### config.mk
export PLATFORM = sky130hd
export DESIGN_NAME = qedmma_corr_peak_detect
export DESIGN_NICKNAME = d
export VERILOG_FILES = /design/src/rtl/qedmma_corr_peak_detect.sv
export SDC_FILE = /design/constraint.sdc
export NUM_CORES = 1
export LEC_CHECK = 0
export BUFFER_PORTS_ARGS = -buffer_cell sky130_fd_sc_hd__buf_2
export CAP_MARGIN = 10
export CORE_UTILIZATION = 45
export CTS_BUF_LIST = sky130_fd_sc_hd__clkbuf_8
export CTS_CLUSTER_DIAMETER = 80
export DETAILED_ROUTE_END_ITERATION = 7
export PLACE_DENSITY_LB_ADDON = 0.3
export SYNTH_ARGS = -nofsm -noshare
export SYNTH_HDL_FRONTEND = slang
export SYNTH_SLANG_ARGS = --single-unit
### constraint.sdc
create_clock -name clk -period 3.9 [get_ports clk]
set_input_delay 0.195 -clock clk [delete_from_list [all_inputs] [get_ports clk]]
set_output_delay 0.195 -clock clk [all_outputs]
set_load 0.02 [all_outputs]
### src/rtl/qedmma_corr_peak_detect.sv
// rtl/qedmma_corr_peak_detect.sv - correlator frame forwarder with per-frame peak / threshold report
// Beats pass through a 1-deep slice untouched; analysis runs on accepted beats only.
module qedmma_corr_peak_detect #(
  parameter int NUM_LANES      = 512,
  parameter int ACC_WIDTH      = 48,
  parameter int LANE_WIDTH     = 10,
  parameter int AXI_DATA_WIDTH = 64
) (
  input  logic                      clk,
  input  logic                      rst_n,
  input  logic [AXI_DATA_WIDTH-1:0] s_axis_tdata,
  input  logic                      s_axis_tvalid,
  input  logic                      s_axis_tlast,
  output logic                      s_axis_tready,
  output logic [AXI_DATA_WIDTH-1:0] m_axis_tdata,
  output logic                      m_axis_tvalid,
  output logic                      m_axis_tlast,
  input  logic                      m_axis_tready,
  input  logic [ACC_WIDTH-1:0]      i_threshold,
  output logic                      o_report_valid,
  output logic [LANE_WIDTH-1:0]     o_peak_lane,
  output logic [ACC_WIDTH-1:0]      o_peak_mag,
  output logic [LANE_WIDTH-1:0]     o_det_count,
  output logic                      o_frame_err,
  output logic                      o_busy
);

  localparam logic [LANE_WIDTH-1:0] CNT_ONE   = LANE_WIDTH'(1);
  localparam logic [LANE_WIDTH-1:0] CNT_MAX   = '1;
  localparam logic [LANE_WIDTH-1:0] FRAME_LEN = LANE_WIDTH'(NUM_LANES);
  localparam logic [ACC_WIDTH-1:0]  MAG_MAX   = {1'b0, {(ACC_WIDTH-1){1'b1}}};

  typedef enum logic [1:0] {
    ST_IDLE,
    ST_ACCUM,
    ST_REPORT
  } state_t;

  state_t r_state;
  state_t w_state_nxt;

  logic [ACC_WIDTH-1:0]  r_thr_q;
  logic [ACC_WIDTH-1:0]  r_peak_mag;
  logic [LANE_WIDTH-1:0] r_peak_lane;
  logic [LANE_WIDTH-1:0] r_det_cnt;
  logic [LANE_WIDTH-1:0] r_beat_cnt;
  logic                  r_seq_err;

  logic                  w_accept;
  logic                  w_slice_free;
  logic                  w_first;
  logic [ACC_WIDTH-1:0]  w_acc;
  logic [LANE_WIDTH-1:0] w_lane;
  logic [ACC_WIDTH-1:0]  w_mag;
  logic [LANE_WIDTH-1:0] w_exp_lane;
  logic [LANE_WIDTH-1:0] w_cnt_nxt;
  logic                  w_hit;
  logic [LANE_WIDTH-1:0] w_det_base;
  logic [LANE_WIDTH-1:0] w_det_nxt;
  logic                  w_take;
  logic [ACC_WIDTH-1:0]  w_peak_mag_nxt;
  logic [LANE_WIDTH-1:0] w_peak_lane_nxt;
  logic                  w_seq_nxt;
  logic                  w_err_nxt;

  // The slice can take a beat when empty or when its current beat leaves this cycle.
  assign w_slice_free  = !m_axis_tvalid || m_axis_tready;
  assign s_axis_tready = (r_state != ST_REPORT) && w_slice_free;
  assign w_accept      = s_axis_tvalid && s_axis_tready;
  assign o_busy        = (r_state != ST_IDLE);

  assign w_acc  = s_axis_tdata[ACC_WIDTH-1:0];
  assign w_lane = s_axis_tdata[ACC_WIDTH+LANE_WIDTH-1:ACC_WIDTH];

  // Most-negative accumulator has no positive twin; clamp it.
  always_comb begin
    w_mag = w_acc;
    if (w_acc[ACC_WIDTH-1]) begin
      w_mag = (w_acc[ACC_WIDTH-2:0] == '0) ? MAG_MAX : -w_acc;
    end
  end

  // Next-state of the frame statistics; in IDLE the accepted beat starts a fresh frame.
  always_comb begin
    w_first         = (r_state == ST_IDLE);
    w_exp_lane      = w_first ? '0 : r_beat_cnt;
    w_cnt_nxt       = w_first ? CNT_ONE :
                      ((r_beat_cnt == CNT_MAX) ? CNT_MAX : r_beat_cnt + CNT_ONE);
    w_hit           = (w_mag >= (w_first ? i_threshold : r_thr_q));
    w_det_base      = w_first ? '0 : r_det_cnt;
    w_det_nxt       = (w_hit && (w_det_base != CNT_MAX)) ? w_det_base + CNT_ONE : w_det_base;
    w_take          = w_first || (w_mag > r_peak_mag);
    w_peak_mag_nxt  = w_take ? w_mag : r_peak_mag;
    w_peak_lane_nxt = w_take ? w_lane : r_peak_lane;
    w_seq_nxt       = (!w_first && r_seq_err) || (w_lane != w_exp_lane);
    w_err_nxt       = w_seq_nxt || (w_cnt_nxt != FRAME_LEN);
  end

  always_ff @(posedge clk or negedge rst_n) begin
    if (!rst_n) begin
      r_state <= ST_IDLE;
    end else begin
      r_state <= w_state_nxt;
    end
  end

  always_comb begin
    w_state_nxt    = r_state;
    o_report_valid = 1'b0;
    case (r_state)
      ST_IDLE, ST_ACCUM: begin
        if (w_accept) begin
          w_state_nxt = s_axis_tlast ? ST_REPORT : ST_ACCUM;
        end
      end
      ST_REPORT: begin
        o_report_valid = 1'b1;
        w_state_nxt    = ST_IDLE;
      end
      default: w_state_nxt = ST_IDLE;
    endcase
  end

  always_ff @(posedge clk or negedge rst_n) begin
    if (!rst_n) begin
      m_axis_tdata  <= '0;
      m_axis_tlast  <= 1'b0;
      m_axis_tvalid <= 1'b0;
    end else if (w_accept) begin
      m_axis_tdata  <= s_axis_tdata;
      m_axis_tlast  <= s_axis_tlast;
      m_axis_tvalid <= 1'b1;
    end else if (m_axis_tready) begin
      m_axis_tvalid <= 1'b0;
    end
  end

  always_ff @(posedge clk or negedge rst_n) begin
    if (!rst_n) begin
      r_thr_q     <= '0;
      r_peak_mag  <= '0;
      r_peak_lane <= '0;
      r_det_cnt   <= '0;
      r_beat_cnt  <= '0;
      r_seq_err   <= 1'b0;
    end else if (w_accept) begin
      if (w_first) begin
        r_thr_q <= i_threshold;
      end
      r_peak_mag  <= w_peak_mag_nxt;
      r_peak_lane <= w_peak_lane_nxt;
      r_det_cnt   <= w_det_nxt;
      r_beat_cnt  <= w_cnt_nxt;
      r_seq_err   <= w_seq_nxt;
    end else if (r_state == ST_REPORT) begin
      r_beat_cnt <= '0;
      r_seq_err  <= 1'b0;
    end
  end

  // Report fields are captured with the closing beat and held until the next frame closes.
  always_ff @(posedge clk or negedge rst_n) begin
    if (!rst_n) begin
      o_peak_lane <= '0;
      o_peak_mag  <= '0;
      o_det_count <= '0;
      o_frame_err <= 1'b0;
    end else if (w_accept && s_axis_tlast) begin
      o_peak_lane <= w_peak_lane_nxt;
      o_peak_mag  <= w_peak_mag_nxt;
      o_det_count <= w_det_nxt;
      o_frame_err <= w_err_nxt;
    end
  end

endmodule

==> run metrics, run 1 <==
I/O pins 255; Leak 10.8 nW; Iteration-0 DRC Markers 1,246; Achievable Freq 0.249 GHz; critical path fanouts, max 6; Net Count, Synth 1,973; most numerous cell in the Yosys netlist nand2_1; via/cell ratio 5.71; failing checks negative setup slack; worst r2r src r_state[1]; Fin. Hold Viols 0; drt drc 0; Yosys warning total 0; Longest Clk Path Bufs 3; Synth area leader dfrtp_1; Final setup viols 67; Peak VDD IR 314 µV; Comb power frac 41.9%; Synth top area share 42.8%; fin. max-slew vios 0; R2R Path End r_det_cnt[3]; actual slew at the worst max-slew pin 787 ps; kind of critical path primary input to flop; period utilization 103%; initial antenna violation count 3; dpl hpwl 36,400 µm; register area 6610 µm²; global-route wire length before repair 83,100 µm; r2r worst-path depth 11; # fillers 2,671; Total Routed Length 53,500 µm; async set or reset register ratio after synthesis 100%; setup ws final -111 ps; Overall Global Routing Usage 29.5%; number of flops mapped to enable cells by yosys 0; Post-Syn Area per Cell 8.79 µm²; Rel. slew slack 47.5%; Worst Hold End m_axis_tdata[43]; number of I/O port buffers 254; Core Area 33,600 µm²; Design Area, Final 21,900 µm²; Data required, critical path 4350 ps; RSZ-0062 raised after global routing true; Die H 187 µm; TritonCTS clock tree done; Root Driver clkbuf_8; gpl congestion 0.952; maximum capacitance violations 0; H-tree depth 2; outcome complete, but fails checks; crit path DAT 4460 ps; min-delay src s_axis_tdata[43]; Worst Skew 33.4 ps; commonest cells in the netlist nand2_1 (308), dfrtp_1 (264), o21ai_0 (182); crit end category flop; largest net degree at the start of global routing 94; Clk Latency, worst-skew pair 590 ps; final global-route overflow total 0; FF-to-FF setup slack 150 ps; layout overhead on the synthesized area 41.9%; P_sw 4.58 mW; Post-Synthesis Cells 1,757; ys flop type dfrtp_1; CTS clock-pin slew for the worst setup and hold paths 60 ps; sequential fraction of the synthesis area 42.8%; Sw Share 38.6%; Clock Sinks 264; vias in the first global route 15,940; Internal 7.28 mW; worst min path class primary input to flop; post-place setup slack -891 ps; # rows 67; area of the multi-input gates 8840 µm²; #FFs+latches synth 264; cts bufs inserted 48; synth top area cells dfrtp_1 (43%), ha_1 (8.0%), nand2_1 (7.5%); Setup crit start kind primary input; Reg power frac 35.1%; die width 187 µm; placed cell areas 18,900 µm²; PnR Total Power 11.9 mW; Die ar. 35,100 µm²; WL/cell 19.1 µm; DR vias 15,985; Initial Utilization 45.9%; clock share of power 23.0%; first drt pass iteration count 6; DRT antenna net count 0; hold path depth 4; min Tclk post-route 4010 ps; P per Cell Area 541 nW/µm²; area of the mapped netlist 15,400 µm²; Distinct cells, synth 74; nets@finish 2,530; layout cell share with drive strength beyond 1 32.1%
==> area by class of cell <==
| class | instances | share of cell area (%) |
|---|---|---|
| Timing Repair Buffer | 620 | 21.2 |
| Inverter | 69 | 1.23 |
| Multi-Input combinational cell | 1311 | 40.3 |
| Clock inverter | 21 | 0.583 |
| Sequential cell | 264 | 30.2 |
| Antenna cell | 2 | 0.0228 |
| Clock buffer | 63 | 3.96 |
| Tap cell | 448 | 2.56 |
==> what timing repair did <==
| item | CTS | global route |
|---|---|---|
| pin swaps | 21 | 45 |
| resized for setup | 33 | 120 |
| buffers inserted | 17 | 11 |
| endpoints found under the setup margin | 130 | 135 |
| endpoints found under the hold margin | 201 | 0 |
| cloned | 2 | 4 |
| hold buffers | 93 | 0 |
==> power by group through the flow <==
stage | Combinational [mW] | Sequential, mW | Clock (mW)
floorplan | 2.34 | 4.47 | 0
global placement | 4.23 | 4.13 | 0
detailed placement | 4.37 | 4.16 | 0
CTS | 4.60 | 4.13 | 2.77
global route | 5.41 | 4.26 | 2.90
finish | 4.96 | 4.16 | 2.73
==> critical path, cell delays in order <==
cell and delay, ps:
buf_8 100, inv_6 50, ha_4 130, or3b_4 380, and4bb_2 350, buf_4 130, nand3_1 150, buf_4 190
buf_4 150, o31ai_2 240, o21ai_2 90, ha_1 330, nand2_1 70, nor2_1 70, a2111oi_4 320, buf_4 180
a211oi_2 70, o31ai_1 260, buf_4 170, o211ai_4 80, nand3_4 150, buf_12 160, buf_12 140, mux2_4 300
==> layout by cell type, fill, tap and decap left out, types with 5 or more instances in the layout <==
cell type	instances
a211o_1	5
a211oi_1	6
a21o_1	14
a21oi_1	56
a21oi_2	13
a31oi_1	67
and3_1	10
buf_12	15
buf_2	251
buf_4	242
buf_6	9
clkbuf_8	63
dfrtp_1	264
dlygate4sd3_1	93
ha_1	95
inv_1	80
mux2_4	57
mux2i_1	49
nand2_1	306
nand3_1	89
nand4_1	24
nor2_1	107
nor2b_1	6
nor3_1	29
nor3_2	6
o211ai_1	10
o21ai_0	164
o21ai_1	28
o21ai_2	10
o31ai_1	10
o31ai_2	5
o41ai_1	6
or3_1	7
or3_4	6
==> metal layers <==
| metal | vias up | routed length (µm) | track usage [%] |
|---|---|---|---|
| met3 | 134 | 3830 | 5.74 |
| li1 | 7408 | - | - |
| met2 | 639 | 25500 | 49.5 |
| met4 | 2 | 1610 | 10.0 |
| met5 | - | 11 | 0 |
| met1 | 7802 | 22600 | 38.1 |
==> state kept, by name, indices dropped and copies added, names as in the netlist, 2 cells and up <==
| name | count |
|---|---|
| r_peak_mag | 48 |
| r_peak_lane | 10 |
| o_det_count | 10 |
| r_thr_q | 48 |
| o_peak_lane | 10 |
| m_axis_tdata | 64 |
| o_peak_mag | 48 |
| r_det_cnt | 10 |
| r_state | 2 |
| r_beat_cnt | 10 |
==> worst max-delay path by stage <==
stage	from	end	cells after the start
after floorplan	s_axis_tdata[29]	r_peak_mag[28]	20
after global placement	s_axis_tdata[1]	r_peak_mag[40]	21
after detailed placement	s_axis_tdata[1]	r_peak_mag[36]	21
after CTS	s_axis_tdata[0]	r_peak_mag[35]	20
after global routing	s_axis_tdata[0]	r_peak_mag[28]	24
final	s_axis_tdata[0]	r_peak_mag[15]	24
==> metrics by stage <==
stage	TNS, ps	utilization, %	hold slack, ps	instances
floorplan	-19280	-	-101	1757
global placement	-97600	56.3	283	2585
detailed placement	-108040	56.3	293	2585
CTS	0	63.0	0.245	2781
global route	-25580	65.2	0.515	2797
finish	-5070	65.2	12.1	2798
==> cells by family after synthesis <==
logic type	share of synthesized area, %
buf+inv	4.69
simple gates	18.7
compound gates	17.7
flops	42.8
xor+xnor	0.454
fa+ha+maj	8.02
mux	7.63
No activity file was read; power rests on OpenSTA's default activity.
==> run 2, diff against run 1 <==
--- a/config.mk
+++ b/config.mk
@@ -5,12 +5,14 @@
 export SDC_FILE = /design/constraint.sdc
 export NUM_CORES = 1
 export LEC_CHECK = 0
+export ABC_AREA = 1
 export BUFFER_PORTS_ARGS = -buffer_cell sky130_fd_sc_hd__buf_2
 export CAP_MARGIN = 10
-export CORE_UTILIZATION = 45
+export CORE_UTILIZATION = 54
 export CTS_BUF_LIST = sky130_fd_sc_hd__clkbuf_8
 export CTS_CLUSTER_DIAMETER = 80
 export DETAILED_ROUTE_END_ITERATION = 7
+export GPL_TIMING_DRIVEN = 0
 export PLACE_DENSITY_LB_ADDON = 0.3
 export SYNTH_ARGS = -nofsm -noshare
 export SYNTH_HDL_FRONTEND = slang
==> run 2 against run 1 <==
The run now ends clean. Flip-flop and latch count did not move. Total power rose by 0.46%. Synthesized cell count rose by 28%. Register-to-register slack improved by 120 ps. Count of clock-buffer cells in the layout fell by 7. First-iteration DRC count rose by 26%. Die area fell by 10%. Via count rose by 7.0%. Setup slack improved by 190 ps.
==> run metrics, run 2 <==
Finished Layout Cells 3,062; dpl hpwl 43,600 µm; Internal 6.80 mW; kind of critical path primary input to flop; Setup crit start kind primary input; Post-Syn Area per Cell 7.39 µm²; DR vias 17,096; clock share of power 22.2%; first drt pass iteration count 5; P_sw 5.12 mW; async set or reset register ratio after synthesis 100%; min Tclk post-route 3820 ps; layout cell share with drive strength beyond 1 17.1%; Clk Latency, worst-skew pair 590 ps; most frequent cells in the layout nand2_1 (758), buf_2 (279), dfrtp_1 (264); initial antenna violation count 5; cell depth of the worst setup path 26; Overall Global Routing Usage 37.0%; area of the multi-input gates 8650 µm²; number of I/O port buffers 254; I/O pins 255; highest-delay cell along the critical path o311ai_1; Largest stage delay, worst path 390 ps; Peak VDD IR 408 µV; Die H 177 µm; Post-Synthesis Cells 2,244; r2r worst-path depth 17; Inst Count DP 2,890; period utilization 97.9%; Worst setup startpoint s_axis_tdata[1]; PnR Total Power 11.9 mW; Iteration-0 DRC Markers 1,567; area of the mapped netlist 16,600 µm²; nets@finish 2,849; global-route wire length before repair 89,300 µm; # rows 63; DRT antenna net count 0; Core Area 30,000 µm²; fin. max-slew vios 0; worst min path class primary input to flop; R2R Path End o_det_count[0]; Synth area leader dfrtp_1; Yosys warning total 0; Leak 11.0 nW; # fillers 2,629; CP most frequent cell nand2_1; Achievable Freq 0.262 GHz; commonest non-fill, non-tap cell in the layout nand2_1; Sw Share 43.0%; final global-route overflow total 0; Final setup viols 0; Longest Clk Path Bufs 3; via/cell ratio 5.58; Distinct cells, synth 44; Comb power frac 43.1%; P per Cell Area 587 nW/µm²; Net Count, Synth 2,460; CP endpoint o_peak_mag[36]; Reg power frac 34.8%; Total Routed Length 58,000 µm; gpl congestion 1.00; Initial Utilization 55.4%; maximum capacitance violations 0; Worst Skew 31.0 ps; crit end category flop; actual slew at the worst max-slew pin 816 ps; WL/cell 18.9 µm; max reg flops 64; FF-to-FF setup slack 270 ps; Root Driver clkbuf_8; register area 6610 µm²; drt drc 0; number of flops mapped to enable cells by yosys 0; Die ar. 31,400 µm²; vias in the first global route 16,659; die width 177 µm; Buf/Inv on CP 7; Crit path max-delay family simple AND/OR/NAND/NOR gates; most numerous cell in the Yosys netlist nand2_1; Data required, critical path 4350 ps; commonest cells in the netlist nand2_1 (758), dfrtp_1 (264), nand3_1 (247); Reg with most FFs m_axis_tdata; ys flop type dfrtp_1; Fin. Hold Viols 0; critical path fanouts, max 10; outcome complete, no violations; CTS clock-pin slew for the worst setup and hold paths 60 ps; crit path DAT 4270 ps; largest net degree at the start of global routing 103; TritonCTS clock tree done; layout overhead on the synthesized area 22.4%; #FFs+latches synth 264; sequential fraction of the synthesis area 39.8%; worst r2r src r_state[1]; cts bufs inserted 45; Clock Sinks 264; synth top area cells dfrtp_1 (40%), nand2_1 (17%), ha_1 (7.5%); H-tree depth 2; Synth top area share 39.8%; Rel. slew slack 45.6%
run 2: cell count changes in the layout (fill, tap and decap cells not counted), moves of 22 or more:
cell and change:
nand2_1 +452, o21ai_1 -28, nand3_1 +157, mux2_4 -57
a31oi_1 -66, o21ai_0 -22, xor2_1 +32, buf_2 +28
buf_4 -224, clkbuf_1 +34, inv_1 +158
run 2: layer usage:
metal  track usage [%]  vias up  part of all wire, %
met5                 0        -                0.057
met4              15.2        6                  3.6
met3              5.54      151                  8.1
met2              60.1      784                   46
met1              49.4     8150                   42
li1                  -     8005                    -
run 2: through the flow:
stage | TNS (ps) | hold slack, ps | worst slack [ps] | area [µm²] | util [%]
2_1_floorplan | 0 | -101 | 880 | 16600 | -
3_3_place_gp | -644230 | 390 | -2170 | 18300 | 61.2
3_5_place_dp | -86860 | 215 | -770 | 18400 | 61.5
4_1_cts | 0 | 1.86 | 17.5 | 20200 | 67.4
5_1_grt | -2.04 | 24.4 | -2.04 | 20300 | 67.7
6_report | 0 | 9.06 | 83.8 | 20300 | 67.7
run 2: what timing repair did:
action	in CTS	in global routing
hold buffers	83	0
hold endpoints to repair	163	0
pin swaps	0	2
setup endpoints to repair	95	111
gates cloned	0	0
buffers inserted	0	4
gates resized for setup	6	14
run 2: tightest hold or removal path: stages:
cell     delay, ps
buf_2           90
mux2i_1         90
o21ai_0        160
run 2: cell type report:
cell class              instances  share of cell area (%)
diodes                          5                  0.0617
plain buffers                  94                    2.49
clock buffers                  56                    3.80
clock inverters                25                   0.851
inverters                     233                    4.32
multi-input cells            1652                    42.6
flip-flops and latches        264                    32.6
well taps                     390                    2.40
repair buffers                343                    10.9
run 2: how the worst min path moves through the flow:
stage / startpoint / end / slack, ps / cells past startpoint
after floorplan: rst_n / m_axis_tdata[0] / -100 / 0
final: i_threshold[21] / r_thr_q[21] / 9 / 3
after detailed placement: rst_n / r_thr_q[8] / 220 / 1
after global placement: s_axis_tdata[58] / m_axis_tdata[58] / 390 / 3
after CTS: i_threshold[21] / r_thr_q[21] / 2 / 3
after global routing: i_threshold[21] / r_thr_q[21] / 20 / 3
run 2: power groups by stage:
stage | sequential (mW) | combinational, mW | clock, mW
after floorplan | 4.58 | 2.86 | 0
after global placement | 4.12 | 4.79 | 0
after detailed placement | 4.15 | 4.96 | 0
after CTS | 4.12 | 5.06 | 2.66
after global routing | 4.23 | 5.70 | 2.78
final | 4.14 | 5.13 | 2.64
run 2: logic make-up after synthesis:
family / synth area share [%]
xor+xnor: 2.06
flops: 39.8
compound gates: 6.71
fa+ha+maj: 7.47
mux: 2.84
simple gates: 32.8
buf+inv: 8.26
==> run 3, diff against run 2 <==
--- a/config.mk
+++ b/config.mk
@@ -14,6 +14,7 @@
 export DETAILED_ROUTE_END_ITERATION = 7
 export GPL_TIMING_DRIVEN = 0
 export PLACE_DENSITY_LB_ADDON = 0.3
+export RECOVER_POWER = 25
 export SYNTH_ARGS = -nofsm -noshare
 export SYNTH_HDL_FRONTEND = slang
 export SYNTH_SLANG_ARGS = --single-unit
==> run 3 against run 2 <==
The flow now finishes with violations (max-capacitance violations, max-slew violations). Fmax increased by 0.21%. Flip-flop and latch count unchanged. Die area unchanged. Critical path depth unchanged. Total power about the same. Highest routed layer unchanged.
==> run metrics, run 3 (synthesis results as in run 2) <==
P_sw 5.12 mW; min Tclk post-route 3810 ps; Design Area, Final 20,300 µm²; Clock Sinks 264; number of I/O port buffers 254; worst hold slack 9.12 ps; critical path fanouts, max 10; Core Area 30,000 µm²; gpl congestion 1.00; Clk Latency, worst-skew pair 590 ps; Die ar. 31,400 µm²; outcome complete, but fails checks; Overall Global Routing Usage 37.0%; Data required, critical path 4350 ps; placed cell areas 18,400 µm²; crit path DAT 4260 ps; # rows 63; TritonCTS clock tree done; CP most frequent cell nand2_1; crit end category flop; Longest Clk Path Bufs 3; clock share of power 22.2%; P per Cell Area 588 nW/µm²; Leak 11.0 nW; WL/cell 18.9 µm; # fillers 2,634; M3 GR Usage 5.54%; kind of critical path primary input to flop; worst min path class primary input to flop; Peak VDD IR 408 µV; most frequent cells in the layout nand2_1 (758), buf_2 (275), dfrtp_1 (264); Comb power frac 43.1%; drt drc 0; Worst Skew 29.4 ps; max reg flops 64; DR vias 17,136; commonest non-fill, non-tap cell in the layout nand2_1; initial antenna violation count 5; period utilization 97.6%; Achievable Freq 0.263 GHz; dpl hpwl 43,600 µm; final global-route overflow total 0; Final setup viols 0; met1 Resource Use GR 49.4%; Buf/Inv on CP 7; largest net degree at the start of global routing 103; Reg power frac 34.8%; first drt pass iteration count 5; Setup crit start kind primary input; Initial Utilization 55.4%; register area 6610 µm²; die width 177 µm; Reg with most FFs m_axis_tdata; CTS clock-pin slew for the worst setup and hold paths 60 ps; failing checks max-capacitance violations, max-slew violations; I/O pins 255; layout cell share with drive strength beyond 1 17.0%; met2 global-route usage 60.1%; Sw Share 43.0%; Crit path max-delay family simple AND/OR/NAND/NOR gates; Die H 177 µm; global-route wire length before repair 89,300 µm; via/cell ratio 5.60; layout overhead on the synthesized area 22.1%; cts bufs inserted 45; Fin. Hold Viols 0; area of the multi-input gates 8650 µm²; actual slew at the worst max-slew pin 2030 ps; Total Routed Length 58,000 µm; Rel. slew slack -35.1%; vias in the first global route 16,659; highest-delay cell along the critical path o311ai_1; Root Driver clkbuf_8; Iteration-0 DRC Markers 1,565; DRT antenna net count 0; Largest stage delay, worst path 390 ps; fin. max-slew vios 83; H-tree depth 2; maximum capacitance violations 1; nets@finish 2,849; Internal 6.79 mW; global route hottest layer met2
## run 3: cell types whose count changed in the layout (fill, tap and decap cells not counted)
cell / before / now
clkbuf_2: 2 / 3
buf_2: 279 / 275
clkbuf_4: 2 / 3
buf_8: 1 / 0
buf_16: 2 / 1
diode_2: 5 / 4
clkbuf_1: 34 / 38
## run 3: worst reg2reg max path: cells and delay by family, from the launching register on
kind	cells	cell delay, ps
fa+ha+maj	1	210
mux	1	290
buf+inv	3	770
simple gates	12	1840
flops	1	420
## run 3: final cells by class
class / instances / area share (%)
antenna: 4 / 0.0494
multi-input combinational: 1652 / 42.7
inverter: 233 / 4.33
buffer: 94 / 2.50
tap: 390 / 2.41
sequential: 264 / 32.6
clock buffer: 56 / 3.81
clock inverter: 25 / 0.852
timing repair buffer: 343 / 10.7
## run 3: power by group through the flow
stage / sequential, mW / combinational, mW / clock (mW)
2_1_floorplan: 4.58 / 2.86 / 0
3_3_place_gp: 4.12 / 4.79 / 0
3_5_place_dp: 4.15 / 4.96 / 0
4_1_cts: 4.12 / 5.06 / 2.66
5_1_grt: 4.23 / 5.70 / 2.78
6_report: 4.14 / 5.13 / 2.64
## run 3: final timing paths
| check | from | endpoint | slack [ps] | depth (start not counted) |
|---|---|---|---|---|
| max in group asynchronous | rst_n | r_peak_mag[36] | 660 | 4 |
| setup / recovery | s_axis_tdata[1] | o_peak_mag[36] | 90 | 26 |
| hold reg to reg | o_peak_lane[4] | o_peak_lane[4] | 470 | 2 |
| hold / removal | i_threshold[21] | r_thr_q[21] | 9 | 3 |
| setup reg to reg | r_state[1] | o_det_count[0] | 270 | 17 |
| min in group asynchronous | rst_n | r_thr_q[8] | 680 | 2 |
## run 3: what timing repair did
| action | CTS | global route |
|---|---|---|
| gates resized for setup | 6 | 14 |
| endpoints found under the hold margin | 163 | 0 |
| setup endpoints to repair | 95 | 111 |
| pin swaps | 0 | 2 |
| setup buffers | 0 | 4 |
| hold buffers | 83 | 0 |
## run 3: metal layers
| layer | wire length (µm) | share of wire, % |
|---|---|---|
| met1 | 24400 | 42 |
| met2 | 26600 | 46 |
| met3 | 4820 | 8.3 |
| met4 | 2190 | 3.8 |
| met5 | 33 | 0.057 |
## run 3: stage by stage
step	cells	power (mW)	setup TNS [ps]	setup WS [ps]	util (%)
2_1_floorplan	2244	7.44	0	880	-
3_3_place_gp	2888	8.91	-644230	-2170	61.2
3_5_place_dp	2890	9.11	-86860	-770	61.5
4_1_cts	3053	11.8	0	17.5	67.4
5_1_grt	3059	12.7	-2.04	-2.04	67.6
6_report	3061	11.9	0	92.0	67.6
